## src/rtl/reg_alu_pipe_pkg.sv

```systemverilog
// rtl/reg_alu_pipe_pkg.sv - shared op encodings and sizing helper for reg_alu_pipe
package reg_alu_pipe_pkg;

    localparam logic [1:0] OP_ADD = 2'b00;
    localparam logic [1:0] OP_SUB = 2'b01;
    localparam logic [1:0] OP_AND = 2'b10;
    localparam logic [1:0] OP_OR  = 2'b11;

    function automatic int nregs(input int addr_w);
        return 1 << addr_w;
    endfunction

endpackage

```

## src/rtl/reg_alu_pipe_if.sv

```systemverilog
// rtl/reg_alu_pipe_if.sv - issue/operand/result bundle between sequencer and reg_alu_pipe
interface reg_alu_pipe_if #(
    parameter int DATA_W = 8,
    parameter int ADDR_W = 3
);
    logic              in_valid;
    logic              sel;
    logic              wr;
    logic [1:0]        op;
    logic [ADDR_W-1:0] rd_addr_a;
    logic [ADDR_W-1:0] rd_addr_b;
    logic [ADDR_W-1:0] wr_addr;
    logic [DATA_W-1:0] d_in;
    logic [DATA_W-1:0] d_out_a;
    logic [DATA_W-1:0] d_out_b;
    logic [DATA_W-1:0] result;
    logic              cout;
    logic              out_valid;

    modport master (
        output in_valid, sel, wr, op, rd_addr_a, rd_addr_b, wr_addr, d_in,
        input  d_out_a, d_out_b, result, cout, out_valid
    );

    modport slave (
        input  in_valid, sel, wr, op, rd_addr_a, rd_addr_b, wr_addr, d_in,
        output d_out_a, d_out_b, result, cout, out_valid
    );
endinterface

```

## src/rtl/reg_alu_pipe_alu_w.sv

```systemverilog
// rtl/reg_alu_pipe_alu_w.sv - combinational DATA_W ALU (add, sub, and, or) with carry
module alu_w
    import reg_alu_pipe_pkg::*;
#(
    parameter int DATA_W = 8
) (
    input  logic [DATA_W-1:0] a,
    input  logic [DATA_W-1:0] b,
    input  logic [1:0]        op,
    output logic [DATA_W-1:0] y,
    output logic              carry
);

    logic [DATA_W:0] w_sum;

    always_comb begin
        w_sum = '0;
        y     = '0;
        carry = 1'b0;
        case (op)
            OP_ADD: begin
                w_sum = {1'b0, a} + {1'b0, b};
                y     = w_sum[DATA_W-1:0];
                carry = w_sum[DATA_W];
            end
            OP_SUB: begin
                // carry out of a + ~b + 1 is the no-borrow flag
                w_sum = {1'b0, a} + {1'b0, ~b} + {{DATA_W{1'b0}}, 1'b1};
                y     = w_sum[DATA_W-1:0];
                carry = w_sum[DATA_W];
            end
            OP_AND:  y = a & b;
            default: y = a | b;
        endcase
    end

endmodule

```

## src/rtl/reg_alu_pipe.sv

```systemverilog
// rtl/reg_alu_pipe.sv - register file + ALU with registered issue, deferred write-back and forwarding
module reg_alu_pipe
    import reg_alu_pipe_pkg::*;
#(
    parameter int DATA_W = 8,
    parameter int ADDR_W = 3
) (
    input  logic           clk,
    input  logic           reset,
    reg_alu_pipe_if.slave  bus
);

    localparam int NREGS = nregs(ADDR_W);

    logic [DATA_W-1:0] r_regs [NREGS];
    logic              r_pend_valid;
    logic [ADDR_W-1:0] r_pend_addr;
    logic [DATA_W-1:0] r_pend_data;

    logic [DATA_W-1:0] r_d_out_a;
    logic [DATA_W-1:0] r_d_out_b;
    logic [DATA_W-1:0] r_result;
    logic              r_cout;
    logic              r_out_valid;

    logic [DATA_W-1:0] w_a;
    logic [DATA_W-1:0] w_b;
    logic [DATA_W-1:0] w_y;
    logic              w_carry;
    logic [DATA_W-1:0] w_wdata;

    // The pending write is not yet in the array, so reads of its address take it directly
    assign w_a = (r_pend_valid && (r_pend_addr == bus.rd_addr_a)) ? r_pend_data : r_regs[bus.rd_addr_a];
    assign w_b = (r_pend_valid && (r_pend_addr == bus.rd_addr_b)) ? r_pend_data : r_regs[bus.rd_addr_b];

    alu_w #(.DATA_W(DATA_W)) u_alu (
        .a     (w_a),
        .b     (w_b),
        .op    (bus.op),
        .y     (w_y),
        .carry (w_carry)
    );

    assign w_wdata = bus.sel ? w_y : bus.d_in;

    always_ff @(posedge clk) begin
        if (reset) begin
            for (int i = 0; i < NREGS; i++) begin
                r_regs[i] <= '0;
            end
            r_pend_valid <= 1'b0;
            r_pend_addr  <= '0;
            r_pend_data  <= '0;
            r_d_out_a    <= '0;
            r_d_out_b    <= '0;
            r_result     <= '0;
            r_cout       <= 1'b0;
            r_out_valid  <= 1'b0;
        end else begin
            if (r_pend_valid) begin
                r_regs[r_pend_addr] <= r_pend_data;
            end
            r_out_valid <= bus.in_valid;
            if (bus.in_valid) begin
                r_d_out_a    <= w_a;
                r_d_out_b    <= w_b;
                r_result     <= w_wdata;
                if (bus.sel) begin
                    r_cout <= w_carry;
                end
                r_pend_valid <= bus.wr;
                r_pend_addr  <= bus.wr_addr;
                r_pend_data  <= w_wdata;
            end else begin
                r_pend_valid <= 1'b0;
            end
        end
    end

    assign bus.d_out_a   = r_d_out_a;
    assign bus.d_out_b   = r_d_out_b;
    assign bus.result    = r_result;
    assign bus.cout      = r_cout;
    assign bus.out_valid = r_out_valid;

endmodule

```

## src/flat_wrapper.sv

```systemverilog
// flat-port wrapper written by rule: the top's interface ports become plain ports
module reg_alu_pipe_flat import reg_alu_pipe_pkg::*;
#(
    parameter int DATA_W = 8,
    parameter int ADDR_W = 3
)
  (clk, reset, bus_in_valid, bus_sel, bus_wr, bus_op, bus_rd_addr_a, bus_rd_addr_b, bus_wr_addr, bus_d_in, bus_d_out_a, bus_d_out_b, bus_result, bus_cout, bus_out_valid);
  reg_alu_pipe_if #(.DATA_W(DATA_W), .ADDR_W(ADDR_W)) bus_i ();
  input  logic clk;
  input  logic reset;
  input wire logic [$bits(bus_i.in_valid)-1:0] bus_in_valid;
  input wire logic [$bits(bus_i.sel)-1:0] bus_sel;
  input wire logic [$bits(bus_i.wr)-1:0] bus_wr;
  input wire logic [$bits(bus_i.op)-1:0] bus_op;
  input wire logic [$bits(bus_i.rd_addr_a)-1:0] bus_rd_addr_a;
  input wire logic [$bits(bus_i.rd_addr_b)-1:0] bus_rd_addr_b;
  input wire logic [$bits(bus_i.wr_addr)-1:0] bus_wr_addr;
  input wire logic [$bits(bus_i.d_in)-1:0] bus_d_in;
  output wire logic [$bits(bus_i.d_out_a)-1:0] bus_d_out_a;
  output wire logic [$bits(bus_i.d_out_b)-1:0] bus_d_out_b;
  output wire logic [$bits(bus_i.result)-1:0] bus_result;
  output wire logic [$bits(bus_i.cout)-1:0] bus_cout;
  output wire logic [$bits(bus_i.out_valid)-1:0] bus_out_valid;
  assign bus_i.in_valid = bus_in_valid;
  assign bus_i.sel = bus_sel;
  assign bus_i.wr = bus_wr;
  assign bus_i.op = bus_op;
  assign bus_i.rd_addr_a = bus_rd_addr_a;
  assign bus_i.rd_addr_b = bus_rd_addr_b;
  assign bus_i.wr_addr = bus_wr_addr;
  assign bus_i.d_in = bus_d_in;
  assign bus_d_out_a = bus_i.d_out_a;
  assign bus_d_out_b = bus_i.d_out_b;
  assign bus_result = bus_i.result;
  assign bus_cout = bus_i.cout;
  assign bus_out_valid = bus_i.out_valid;
  reg_alu_pipe #(.DATA_W(DATA_W), .ADDR_W(ADDR_W)) u_core (.clk(clk), .reset(reset), .bus(bus_i));
endmodule
```

## config.mk

```make
export PLATFORM = sky130hd
export DESIGN_NAME = reg_alu_pipe_flat
export DESIGN_NICKNAME = d
export VERILOG_FILES = /design/src/rtl/reg_alu_pipe_pkg.sv /design/src/rtl/reg_alu_pipe_if.sv /design/src/rtl/reg_alu_pipe_alu_w.sv /design/src/rtl/reg_alu_pipe.sv /design/src/flat_wrapper.sv
export SDC_FILE = /design/constraint.sdc
export NUM_CORES = 1
export LEC_CHECK = 0
export ABC_AREA = 1
export BUFFER_PORTS_ARGS = -buffer_cell sky130_fd_sc_hd__buf_2
export CAP_MARGIN = 0
export CELL_PAD_IN_SITES_DETAIL_PLACEMENT = 0
export CELL_PAD_IN_SITES_GLOBAL_PLACEMENT = 2
export CORE_ASPECT_RATIO = 1.4
export CORE_UTILIZATION = 37
export CTS_BUF_LIST = sky130_fd_sc_hd__clkbuf_16
export DETAILED_ROUTE_END_ITERATION = 16
export PLACE_DENSITY_LB_ADDON = 0.25
export SLEW_MARGIN = 40
export SYNTH_ARGS = -nofsm -noshare
export SYNTH_HDL_FRONTEND = slang
export SYNTH_HIERARCHICAL = 1
export SYNTH_SLANG_ARGS = --single-unit
```

## constraint.sdc

```tcl
create_clock -name clk -period 4.7 [get_ports clk]
set_input_delay 1.175 -clock clk [delete_from_list [all_inputs] [get_ports clk]]
set_output_delay 1.175 -clock clk [all_outputs]
set_load 0.005 [all_outputs]
```

== Word level (Yosys, flattened, before mapping) ==
Memory sizes are Yosys's and may differ from the RTL's.
Cells that the tools add are included.
Cells by class
  add/subtract/negate cells: 3
  eq/ne operators: 4
  multiplexer cells: 13
  bitwise logic cells: 4
  reductions and logical operators: 6
Operators with widths (count)
  two-way mux 8 bit: 4
  one-hot mux 8 bit (3 select lines): 1
  adder 8 x 8 -> 9 bit: 2
  adder 9 x 1 -> 9 bit, second input constant: 1
  AND 8 bit: 1
  NOT 8 bit: 1
  bitwise OR 8 bit: 1
  OR reduction 8 bit: 1
  equality test 3 bit: 2
  two-way mux 1 bit: 6
  two-way mux 3 bit: 1
  equality test 2 x 1 -> 1 bit, second input constant: 1
  equality test 2 bit, second input constant: 1
  logical AND 1 bit: 2
  zero test 2 bit: 1
  one-hot mux 1 bit (2 select lines): 1
  AND reduction 2 bit: 1
  OR reduction 2 bit: 1
  NOT 1 bit: 1
Word-level totals
  register bits after elaboration: 30
  RAM bits: 64
  memories kept: 1
Memory list
  u_core.r_regs: depth 8, width 8, rd ports 2, clocked after memory_dff 0, wr ports 8, RTL line reg_alu_pipe.sv:15  | logic [DATA_W-1:0] r_regs [NREGS];

== Logic depth before layout (Yosys ltp) ==
  depth in word-level cells: 8
  mapped depth: 23

== Cells and area by module ==
Netlist, hierarchy kept.
By module, submodules not included
  reg_alu_pipe: times used 1, cells an instance 712, area each 5154.9 sq um, seq. area each 2522.4 sq um
  alu_w: times used 1, cells an instance 182, area each 1103.6 sq um, seq. area each 0.0 sq um

== Worst setup path before layout ==
No wires, ideal clock.
  kind: input -> register
  start point: input bus_rd_addr_b[1]
  end point: register u_core.r_result[6], in the netlist u_core/bus.result[6]
  setup time: 0.142 ns
  data arrival time: 3.265 ns
  required time: 4.558 ns
  path slack: 1.293 ns
  cell stages on the path: 21
  cells stage by stage: buf_4 inv_2 nor2_1 nor2_2 nand2_2 inv_4 nand2_1 nand2_1 ha_1 inv_1 fa_1 inv_1 nand3_1 nand2_1 nand2_1 nand2_1 nand2_1 nand3_1 nand4_1 a21oi_1 a221oi_1
On the way
  word-level cells in the longest chain between the ends: 8
  elaborated cells on any way between the ends: 12
RTL lines
  start, declared: RTL line flat_wrapper.sv:16  | input wire logic [$bits(bus_i.rd_addr_b)-1:0] bus_rd_addr_b;
  parallel branches: the longest is 2 deep, another holds memory read (8 x 8 bit)
  two-way mux 8 bit (*): RTL line reg_alu_pipe.sv:34  | assign w_b = (r_pend_valid && (r_pend_addr == bus.rd_addr_b)) ? r_pend_data : r_regs[bus.rd_addr_b];
  net u_core.w_b[0]: RTL line reg_alu_pipe.sv:27  | logic [DATA_W-1:0] w_b;
  NOT 8 bit: RTL line reg_alu_pipe_alu_w.sv:28  | w_sum = {1'b0, a} + {1'b0, ~b} + {{DATA_W{1'b0}}, 1'b1};
  adder 8 x 8 -> 9 bit: RTL line reg_alu_pipe_alu_w.sv:28
  adder 9 x 1 -> 9 bit: RTL line reg_alu_pipe_alu_w.sv:28
  one-hot mux 8 bit (3 select lines) (*): RTL line reg_alu_pipe_alu_w.sv:20  | case (op)
  net u_core.w_y[6]: RTL line reg_alu_pipe.sv:28  | logic [DATA_W-1:0] w_y;
  two-way mux 8 bit (*): RTL line reg_alu_pipe.sv:44  | assign w_wdata = bus.sel ? w_y : bus.d_in;
  end signal, assigned: RTL line reg_alu_pipe.sv:67  | r_result <= w_wdata;
  end, declared: RTL line reg_alu_pipe.sv:22  | logic [DATA_W-1:0] r_result;
Mark *: on every way through the listed nets, which the timed path passes.
A chain may end at the register's enable or synchronous reset.

== Worst setup path in the final report ==
  start point: input bus_rd_addr_b[0]
  end point: register u_core.r_result[6], in the netlist u_core/bus.result[6]
The elaborated chain is that of the path after synthesis.

==> reports/qor.txt <==
Crit. End Element = flip-flop
Inserted Diodes = 0
largest net degree at the start of global routing = 36
#FFs+latches synth = 94
DRT antenna net count = 0
core box area = 16,380 sq um
residual DRC count = 0
reg2reg end = u_core/bus.result[6]$_SDFFE_PP0P_
nets = 978
Max-slew headroom = 51.37%
post-CTS resize count = 0
most common cell after layout, fill and taps aside = nand2_1
Crit Path Class = in2reg
first-pass GRT wire length = 33,300 um
H-tree Lvls = 3
RSZ-0062 raised after global routing = false
Worst R2R Path Depth = 19
CTS Buffer Depth = 2
initial drt markers = 427
clock period minus worst slack = 4.135 ns
Max VDD drop = 143.4 uV
Synthesis Warnings = 6
total wire length = 22,110 um
Clock Pin Slew Worst Setup and Hold Paths = 0.07 ns
FFs w/ async S/R, synth = 0%
Filler Cells Inserted = 1,753
initial antenna violation count = 0
Layout Utilization = 42.29%
Worst-Skew Late Latency = 0.35 ns
ratio of cells with drive above 1 in the final layout = 11.91%
Fmax = 0.2419 GHz
ranking of synthesized cells by area = edfxtp_1 31%, nand2_1 15%, nand3_1 12%, dfxtp_1 9.6%, inv_1 7.3%
Wirelength per Cell = 19.55 um
final worst setup slack = 0.5653 ns
hold wc startpoint = u_core/bus.cout$_SDFFE_PP0P_
Worst-Margin Slew = 0.7286 ns
die width = 111.9 um
Max-Cap Viols = 0
final instance area = 6927 sq um
top_reg_cell synth = edfxtp_1
Mapped Area = 6259 sq um
DP Worst Slack = 0.2569 ns
final setup vio count = 0
Cell Area, Placed = 6626 sq um
Synth area leader = edfxtp_1
outcome = finished, final reports clean
CTS Buf Count = 9
Worst EP arrival = 4.37 ns
vias in the first global route = 5,804
highest-count cells in the layout ignoring fill and taps = 257 x nand2_1, 151 x nand3_1, 121 x inv_1
via/cell ratio = 5.249
die area = 17,450 sq um
Startpoint Class = primary input
Layout Cells excl Fill = 1,131
Vias = 5,937
CTS tree = done
root buffer cell = clkbuf_16
synth unique cells = 39
syn nets = 945
CP Max Fanout = 21
PortBufs = 49
Post-synth EDFFs = 64
syn_area_per_cell = 7.001 sq um
Post-CTS Setup Bufs = 0
RR Startpoint = u_core/r_pend_addr[2]$_SDFFE_PP0P_
site row count = 55
# hold bufs at CTS = 0
Hold Path Sink = u_core/bus.cout$_SDFFE_PP0P_
dpl hpwl = 16,750 um
R2R Setup Slk = 1.44 ns
worst min path class = reg2reg
P_leak = 0.003438 uW
Slew Limit Fails = 0
GRT overflow = 0
Mapped Cells = 894
hold depth = 2
RePlAce Congestion = 0.9035
sequential fraction of the synthesis area = 40.30%
GRT Util Overall = 26.22%
final setup TNS = 0 ns
Layout Skew = 0.007318 ns
drt first pass iters = 6
die height = 155.9 um
fin crit share = 87.97%
P&R area growth vs syn = 10.68%
CTS sink count = 94
CP required = 4.94 ns
Placed Instances = 1,115
I/O pin count = 50
Final Hold Vio Count = 0
Initial Util = 38.21%
Synth top area share = 30.71%
power per cell area = 322.8 nW/um^2
## where the power goes
group / leakage [uW] / internal, uW / total, uW / switching [uW]
combinational: 0.00237 / 166 / 551 / 385
sequential: 0.000914 / 920 / 943 / 23.1
clock: 0.000151 / 399 / 741 / 342
## through the flow
step | total power [uW] | hold slack [ns]
after floorplan | 1325 | 0.4658
after global placement | 1511 | 0.4559
after detailed placement | 1506 | 0.4670
after CTS | 2252 | 0.4784
after global routing | 2343 | 0.5084
final | 2236 | 0.4792
## registers in the layout, summed over array words and instances, names as in the netlist
signal                count
u_core/bus.cout           1
u_core/bus.result         8
u_core/r_pend_valid       1
u_core/bus.d_out_b        8
u_core/bus.out_valid      1
u_core/bus.d_out_a        8
u_core/r_pend_addr        3
u_core/r_regs            64
## worst max-delay path by stage
stage	from	endpoint	slack, ns	cells after the start
2_1_floorplan	bus_rd_addr_b[1]	u_core/bus.result[6]$_SDFFE_PP0P_	1.29	21
3_3_place_gp	bus_rd_addr_b[0]	u_core/bus.result[6]$_SDFFE_PP0P_	0.24	20
3_5_place_dp	bus_rd_addr_b[0]	u_core/bus.result[6]$_SDFFE_PP0P_	0.26	20
4_1_cts	bus_rd_addr_b[0]	u_core/bus.result[6]$_SDFFE_PP0P_	0.63	20
5_1_grt	bus_rd_addr_b[0]	u_core/bus.result[6]$_SDFFE_PP0P_	0.31	20
6_report	bus_rd_addr_b[0]	u_core/bus.result[6]$_SDFFE_PP0P_	0.57	20
## routing by layer
layer | wire length, um | GRT usage [%] | vias to the layer above
met2 | 11270 | 47.77 | 227
li1 | - | - | 2899
met1 | 8777 | 29.90 | 2761
met5 | 0 | 0 | -
met3 | 1134 | 3.768 | 50
met4 | 925 | 12.68 | 0
## logic make-up (layout without fill, tap and decap cells)
logic type / after synthesis / in the layout / synth area share (%)
AND/OR/NAND/NOR: 554 / 554 / 37.87
buffers and inverters: 177 / 215 / 11.52
flip-flops: 94 / 94 / 40.30
AO/OA/AOI/OAI: 42 / 42 / 4.678
adder cells (fa/ha/maj): 27 / 27 / 5.638
## synth_stat cells (2+ instances only)
cell / n
fa_1: 2
dfxtp_1: 30
clkbuf_1: 5
a21boi_0: 2
a21oi_4: 2
clkinv_1: 9
nand2_2: 13
o21ai_1: 2
inv_2: 11
nor2_2: 6
o2111ai_1: 3
nand3_1: 151
or2_1: 4
nand2_1: 257
edfxtp_1: 64
inv_1: 121
inv_4: 2
o21ai_0: 5
buf_4: 4
a21oi_1: 16
a221oi_1: 9
nor2_1: 111
nand4_1: 3
ha_1: 25
buf_2: 23
## layout make-up
type / count / area, sq um / share of cell area (%)
well taps: 199 / 249.0 / 3.595
repair buffers: 56 / 297.8 / 4.299
flip-flops and latches: 94 / 2522 / 36.42
multi-input cells: 623 / 3015 / 43.53
clock buffers: 10 / 250.2 / 3.613
inverters: 143 / 541.8 / 7.822
clock inverters: 6 / 50.05 / 0.7225
## worst max-delay path: stages
cell and delay, ns:
buf_2 0.18, inv_2 0.31, nand2_1 0.11, nand2_1 0.10, nor2_2 0.04, nand2_2 0.17, nand3_1 0.24, nand2_1 0.18
ha_1 0.22, inv_1 0.09, fa_1 0.40, inv_1 0.10, nand3_1 0.07, nand2_1 0.18, nand2_1 0.10, nand3_1 0.08
nand3_1 0.09, nand4_1 0.11, a21oi_1 0.08, a221oi_1 0.34
Note: power is estimated with default switching activity, not from simulation.
